==> src/rtl/decode_queue.sv <==
// RV32I decode stage: decodes fetched instructions on entry and buffers the
// decoded fields in a DEPTH-entry FIFO presented to issue with valid/stall.
module decode_queue #(
   parameter  int DEPTH = 4,
   localparam int PTR_W = $clog2(DEPTH)
) (
   input  logic        clk_in,
   input  logic        rst_in,
   input  logic        rdy_in,
   input  logic        flush_in,
   input  logic        fetch_valid,
   input  logic [31:0] fetch_inst,
   input  logic [31:0] fetch_pc,
   input  logic        fetch_pred,
   output logic        fetch_ready,
   output logic        redirect_valid,
   output logic [31:0] redirect_pc,
   input  logic        RS_full,
   input  logic        LSB_full,
   input  logic        RoB_full,
   input  logic        RoB_stall,
   output logic        issue_valid,
   output logic        issue_stall,
   output logic [6:0]  issue_opcode,
   output logic [4:0]  issue_rd,
   output logic [4:0]  issue_rs1,
   output logic [4:0]  issue_rs2,
   output logic [2:0]  issue_funct3,
   output logic        issue_funct7,
   output logic [31:0] issue_imm,
   output logic [31:0] issue_pc,
   output logic        issue_pred,
   output logic [31:0] issue_pc_B_fail,
   output logic        issue_need_LSB,
   output logic        issue_illegal
);

   localparam logic [6:0] OP_REG    = 7'b0110011;
   localparam logic [6:0] OP_IMM    = 7'b0010011;
   localparam logic [6:0] OP_LOAD   = 7'b0000011;
   localparam logic [6:0] OP_JALR   = 7'b1100111;
   localparam logic [6:0] OP_STORE  = 7'b0100011;
   localparam logic [6:0] OP_BRANCH = 7'b1100011;
   localparam logic [6:0] OP_LUI    = 7'b0110111;
   localparam logic [6:0] OP_AUIPC  = 7'b0010111;
   localparam logic [6:0] OP_JAL    = 7'b1101111;

   typedef struct packed {
      logic [6:0]  opcode;
      logic [4:0]  rd;
      logic [4:0]  rs1;
      logic [4:0]  rs2;
      logic [2:0]  funct3;
      logic        funct7;
      logic [31:0] imm;
      logic [31:0] pc;
      logic        pred;
      logic [31:0] pc_b_fail;
      logic        need_lsb;
      logic        illegal;
   } entry_t;

   entry_t           dec_entry;
   entry_t           head_entry;
   entry_t           slot_q [DEPTH];
   logic [PTR_W-1:0] head_reg, head_next;
   logic [PTR_W-1:0] tail_reg, tail_next;
   logic [PTR_W:0]   count_reg, count_next;
   logic             enq, deq;

   always_comb begin
      dec_entry        = '0;
      dec_entry.opcode = fetch_inst[6:0];
      dec_entry.rd     = fetch_inst[11:7];
      dec_entry.funct3 = fetch_inst[14:12];
      dec_entry.rs1    = fetch_inst[19:15];
      dec_entry.rs2    = fetch_inst[24:20];
      dec_entry.funct7 = fetch_inst[30];
      dec_entry.pc     = fetch_pc;
      dec_entry.pred   = fetch_pred;
      case (fetch_inst[6:0])
         OP_LUI, OP_AUIPC: dec_entry.imm = {fetch_inst[31:12], 12'b0};
         OP_JAL:    dec_entry.imm = {{12{fetch_inst[31]}}, fetch_inst[19:12],
                                     fetch_inst[20], fetch_inst[30:21], 1'b0};
         OP_BRANCH: dec_entry.imm = {{20{fetch_inst[31]}}, fetch_inst[7],
                                     fetch_inst[30:25], fetch_inst[11:8], 1'b0};
         OP_STORE:  dec_entry.imm = {{21{fetch_inst[31]}}, fetch_inst[30:25],
                                     fetch_inst[11:7]};
         default:   dec_entry.imm = {{21{fetch_inst[31]}}, fetch_inst[30:20]};
      endcase
      // Only SLLI/SRLI/SRAI carry a zero-extended shamt; funct7 lives in [31:25]
      if (fetch_inst[6:0] == OP_IMM && fetch_inst[13:12] == 2'b01)
         dec_entry.imm = {27'b0, fetch_inst[24:20]};
      dec_entry.pc_b_fail = fetch_pred ? fetch_pc + 32'd4 : fetch_pc + dec_entry.imm;
      dec_entry.need_lsb  = (fetch_inst[6:0] == OP_LOAD) || (fetch_inst[6:0] == OP_STORE);
      dec_entry.illegal   = !(fetch_inst[6:0] inside {OP_REG, OP_IMM, OP_LOAD, OP_JALR,
                              OP_STORE, OP_BRANCH, OP_LUI, OP_AUIPC, OP_JAL});
   end

   assign fetch_ready    = rst_in && rdy_in && !flush_in &&
                           (count_reg != (PTR_W+1)'(DEPTH));
   assign enq            = fetch_valid && fetch_ready;
   assign redirect_valid = enq && (dec_entry.opcode == OP_JAL ||
                                   (dec_entry.opcode == OP_BRANCH && fetch_pred));
   assign redirect_pc    = fetch_pc + dec_entry.imm;

   generate
      for (genvar gi = 0; gi < DEPTH; gi++) begin : g_slot
         entry_t slot_reg;
         always_ff @(posedge clk_in or negedge rst_in) begin
            if (!rst_in)
               slot_reg <= '0;
            else if (rdy_in && enq && tail_reg == PTR_W'(gi))
               slot_reg <= dec_entry;
         end
         assign slot_q[gi] = slot_reg;
      end
   endgenerate

   assign head_entry      = slot_q[head_reg];
   assign issue_valid     = (count_reg != '0);
   assign issue_stall     = RoB_full || RoB_stall ||
                            (head_entry.need_lsb ? LSB_full : RS_full);
   assign deq             = issue_valid && !issue_stall && rdy_in && !flush_in;
   assign issue_opcode    = head_entry.opcode;
   assign issue_rd        = head_entry.rd;
   assign issue_rs1       = head_entry.rs1;
   assign issue_rs2       = head_entry.rs2;
   assign issue_funct3    = head_entry.funct3;
   assign issue_funct7    = head_entry.funct7;
   assign issue_imm       = head_entry.imm;
   assign issue_pc        = head_entry.pc;
   assign issue_pred      = head_entry.pred;
   assign issue_pc_B_fail = head_entry.pc_b_fail;
   assign issue_need_LSB  = head_entry.need_lsb;
   assign issue_illegal   = head_entry.illegal;

   always_comb begin
      head_next  = head_reg;
      tail_next  = tail_reg;
      count_next = count_reg;
      if (rdy_in) begin
         if (flush_in) begin
            head_next  = '0;
            tail_next  = '0;
            count_next = '0;
         end else begin
            if (enq) tail_next = tail_reg + 1'b1;
            if (deq) head_next = head_reg + 1'b1;
            case ({enq, deq})
               2'b10:   count_next = count_reg + 1'b1;
               2'b01:   count_next = count_reg - 1'b1;
               default: count_next = count_reg;
            endcase
         end
      end
   end

   always_ff @(posedge clk_in or negedge rst_in) begin
      if (!rst_in) begin
         head_reg  <= '0;
         tail_reg  <= '0;
         count_reg <= '0;
      end else begin
         head_reg  <= head_next;
         tail_reg  <= tail_next;
         count_reg <= count_next;
      end
   end

endmodule
==> config.mk <==
export PLATFORM = sky130hd
export DESIGN_NAME = decode_queue
export DESIGN_NICKNAME = d
export VERILOG_FILES = /design/src/rtl/decode_queue.sv
export SDC_FILE = /design/constraint.sdc
export NUM_CORES = 1
export LEC_CHECK = 0
export BUFFER_PORTS_ARGS = -buffer_cell sky130_fd_sc_hd__buf_4
export CORE_MARGIN = 2
export CORE_UTILIZATION = 55
export DETAILED_ROUTE_END_ITERATION = 8
export PLACE_DENSITY = 0.84
export SKIP_LAST_GASP = 1
export SLEW_MARGIN = 20
export SYNTH_ARGS = -nofsm -noshare
export SYNTH_HDL_FRONTEND = slang
export SYNTH_SLANG_ARGS = --single-unit
==> constraint.sdc <==
create_clock -name clk_in -period 7.4 [get_ports clk_in]
set_input_delay 0.74 -clock clk_in [delete_from_list [all_inputs] [get_ports clk_in]]
set_output_delay 0.74 -clock clk_in [all_outputs]
set_load 0.05 [all_outputs]
==> flow_summary.json <==
{
  "p_leak_uw": 0.01378,
  "setup_ws_ns": 1.317,
  "cts-root-buf": "clkbuf_16",
  "slew_headroom_pct": 28.97,
  "required_ns": 6.66,
  "fmax_mhz": 164.4,
  "groute.layer.met3.usage_pct": 7.462,
  "ys_ff_latch": 507,
  "drc_errors": 0,
  "cp_slowest_cell": "nor4_2",
  "powerDensity_nw_per_um2": 320.5,
  "cts_sinks": 507,
  "hpwl_um": 47860,
  "numCtsBuffers": 52,
  "hold_viol": 0,
  "ys_async_sr_fraction_pct": 100.0,
  "core_um2": 45190,
  "grt_max_degree": 189,
  "setup_viol": 0,
  "layout-drive-gt1-share_pct": 27.81,
  "place.gp.congestion": 0.9192,
  "drt_iter0_markers": 1961,
  "synth_cell_types": 71,
  "final_cell_mix": "602 x nand2_1, 505 x dfrtp_1, 249 x buf_4, 211 x o21ai_0, 197 x mux2_2",
  "routedWlPerCell_um": 23.30,
  "synth.avg_cell_area_um2": 10.97,
  "p_seq_share_pct": 37.1,
  "io_pins": 235,
  "maxCapViolCount": 0,
  "clockBufferDepth": 3,
  "min_period_over_period_pct": 82.20,
  "htree_levels": 2,
  "synth_edf_count": 0,
  "syn_nets": 2396,
  "largest_reg_flops": 500,
  "finClkSkew_ns": 0.04562,
  "rsz0062_at_grt": "no",
  "die_h_um": 217.4,
  "routed_via_density": 6.165,
  "hold_class": "input pin to async pin",
  "critPathMaxFanout": 9,
  "yosysWarnings": 0,
  "postCtsSetupRepairBufs": 0,
  "clock_latency_ns": 0.62,
  "start_util_pct": 55.45,
  "combPwrFrac_pct": 33.6,
  "ys_seq_area_share_pct": 50.64,
  "fp-row-count": 78,
  "final_max_slew_viol_count": 0,
  "cts_resized": 0,
  "grt_pass1_wl_um": 111500,
  "mostFrequentLayoutCell": "nand2_1",
  "status": "complete, no violations",
  "dr.pass1.iters": 6,
  "synth_area_um2": 25060,
  "min_period_ns": 6.083,
  "wirelength_um": 71520,
  "whs_ns": 0.04622,
  "clkPwrFrac_pct": 29.2,
  "critical_path_arrival_ns": 5.34,
  "critical_path_class": "input pin to primary output",
  "antenna_left": 0,
  "crit_path_end_kind": "primary output",
  "grtUsageTotal_pct": 30.62,
  "io_buffers": 234,
  "dieArea_um2": 47280,
  "vdd_drop_max_v": 0.0002621,
  "area_growth_syn_to_layout_pct": 15.26,
  "cp_slowest_stage_delay_ns": 0.78,
  "grt_use_met2_pct": 48.79,
  "worst_pin_slew_ns": 1.057,
  "intPower_uw": 5854,
  "synthFlopType": "dfrtp_1",
  "switching_power_uw": 3400,
  "antenna_found_initial": 0,
  "grt_overflow": 0,
  "clk_pin_slew_ns": 0.06,
  "tns_ns": 0,
  "n_antenna_cell": 0,
  "syn_inst": 2284,
  "path_cells": "buf_4 -> nand2b_1 -> nor4_2 -> a21oi_1 -> nor2b_1 -> a21oi_1 -> inv_1 -> ha_1 -> a21o_1 -> o21bai_1 -> a221oi_2 -> o21ai_0 -> a311oi_1 -> xor2_1 -> inv_1 -> buf_4",
  "vias": 18928,
  "grt_busiest_layer": "met2",
  "cts_tree": "built",
  "first_global_vias": 19307,
  "startpoint_type": "input pin",
  "use_met1_pct": 41.39,
  "hold_buffers": 0,
  "final_nets": 2546,
  "switching_share_pct": 36.74,
  "die_w_um": 217.4,
  "pre_cts_slack_ns": 1.406
}
## path summary, 6_finish.rpt
kind | startpoint | to | slack [ns] | cells after the start
min reg2reg | g_slot[3].slot_reg[113] | g_slot[3].slot_reg[113] | 0.47 | 2
min | rst_in | g_slot[0].slot_reg[96] | 0.05 | 1
min in group clk_in | fetch_inst[30] | g_slot[3].slot_reg[99] | 0.38 | 3
max in group asynchronous | rst_in | g_slot[3].slot_reg[50] | 4.18 | 4
max | fetch_inst[4] | redirect_pc[24] | 1.32 | 16
max reg2reg | head_reg[0] | count_reg[1] | 3.85 | 6
## Yosys cell counts (all sizes together), types with 2 or more instances
cell / count / area (µm²)
or3: 5 / 31.28
o22ai: 2 / 12.51
nand3: 27 / 135.1
a311oi: 2 / 17.52
and2: 8 / 50.05
nor4: 3 / 25.02
o2111ai: 2 / 17.52
fa: 2 / 40.04
a32o: 2 / 20.02
mux2: 202 / 2293
o31ai: 10 / 80.07
xor2: 25 / 219.0
dfrtp: 507 / 12690
nor3: 17 / 90.09
a211oi: 6 / 45.04
nand2: 606 / 2275
nor2b: 6 / 37.54
a31o: 2 / 17.52
o211ai: 3 / 22.52
nand2b: 3 / 18.77
o21ai: 213 / 1070
and3: 15 / 93.84
o21bai: 6 / 45.04
a221o: 2 / 20.02
xnor2: 35 / 306.5
and4: 5 / 43.79
o21a: 6 / 45.04
o221ai: 3 / 32.53
clkbuf: 85 / 320.3
nand4: 11 / 68.82
inv: 53 / 198.9
nor2: 52 / 195.2
a311o: 2 / 20.02
mux2i: 10 / 100.1
a21oi: 53 / 269.0
buf: 71 / 344.1
a22oi: 7 / 52.55
nor3b: 2 / 15.01
ha: 36 / 450.4
a31oi: 11 / 68.82
mux4: 125 / 2815
a21o: 24 / 180.2
## stage by stage
step / util (%) / total power (µW) / std cells / instance area (µm²)
after floorplan: - / 5615 / 2284 / 25060
after CTS: 63.91 / 9294 / 3070 / 28880
after global placement: 60.03 / 6501 / 2980 / 27120
after detailed placement: 60.03 / 6590 / 2980 / 27120
after global routing: 63.91 / 9600 / 3070 / 28880
final: 63.91 / 9255 / 3070 / 28880
## area by class of cell
| type | count | area (µm²) |
|---|---|---|
| flip-flops and latches | 507 | 12690 |
| fillers | 3398 | 16310 |
| inverters | 53 | 198.9 |
| clock buffers | 70 | 1510 |
| multi-input cells | 1568 | 11550 |
| repair buffers | 252 | 1924 |
| clock inverters | 20 | 245.2 |
| well taps | 600 | 750.7 |
## cell families after synthesis
family                     Yosys count  synth area share [%]
muxes                              337                 20.79
adders and majority gates           38                 1.958
AOI/OAI and AO/OA                  368                 8.624
DFF                                507                 50.64
buffers and inverters              209                 3.446
xor gates and xnor gates            60                 2.097
and+or+nand+nor                    765                 12.45
## layer usage
| metal | share of wire, % | routed length [µm] | vias up |
|---|---|---|---|
| met1 | 39 | 27970 | 9643 |
| met4 | 3.4 | 2418 | 0 |
| met2 | 48 | 34290 | 901 |
| met3 | 9.6 | 6841 | 147 |
| li1 | - | - | 8237 |
| met5 | 0 | 0 | - |
## critical path: cells and delay by family
kind / cells / cell delay, ns
buffers and inverters: 4 / 0.58
AO/OA/AOI/OAI: 7 / 1.63
XOR/XNOR: 1 / 0.50
AND/OR/NAND/NOR: 3 / 1.56
adder cells (fa/ha/maj): 1 / 0.32
## power by group through the flow
stage	Sequential [µW]	Combinational (µW)	Clock [µW]
after floorplan	3360	2250	0
after global routing	3490	3270	2840
after detailed placement	3480	3110	0
after global placement	3440	3060	0
final	3440	3110	2710
after CTS	3430	3130	2730
Note: power is estimated with default switching activity, not from simulation.
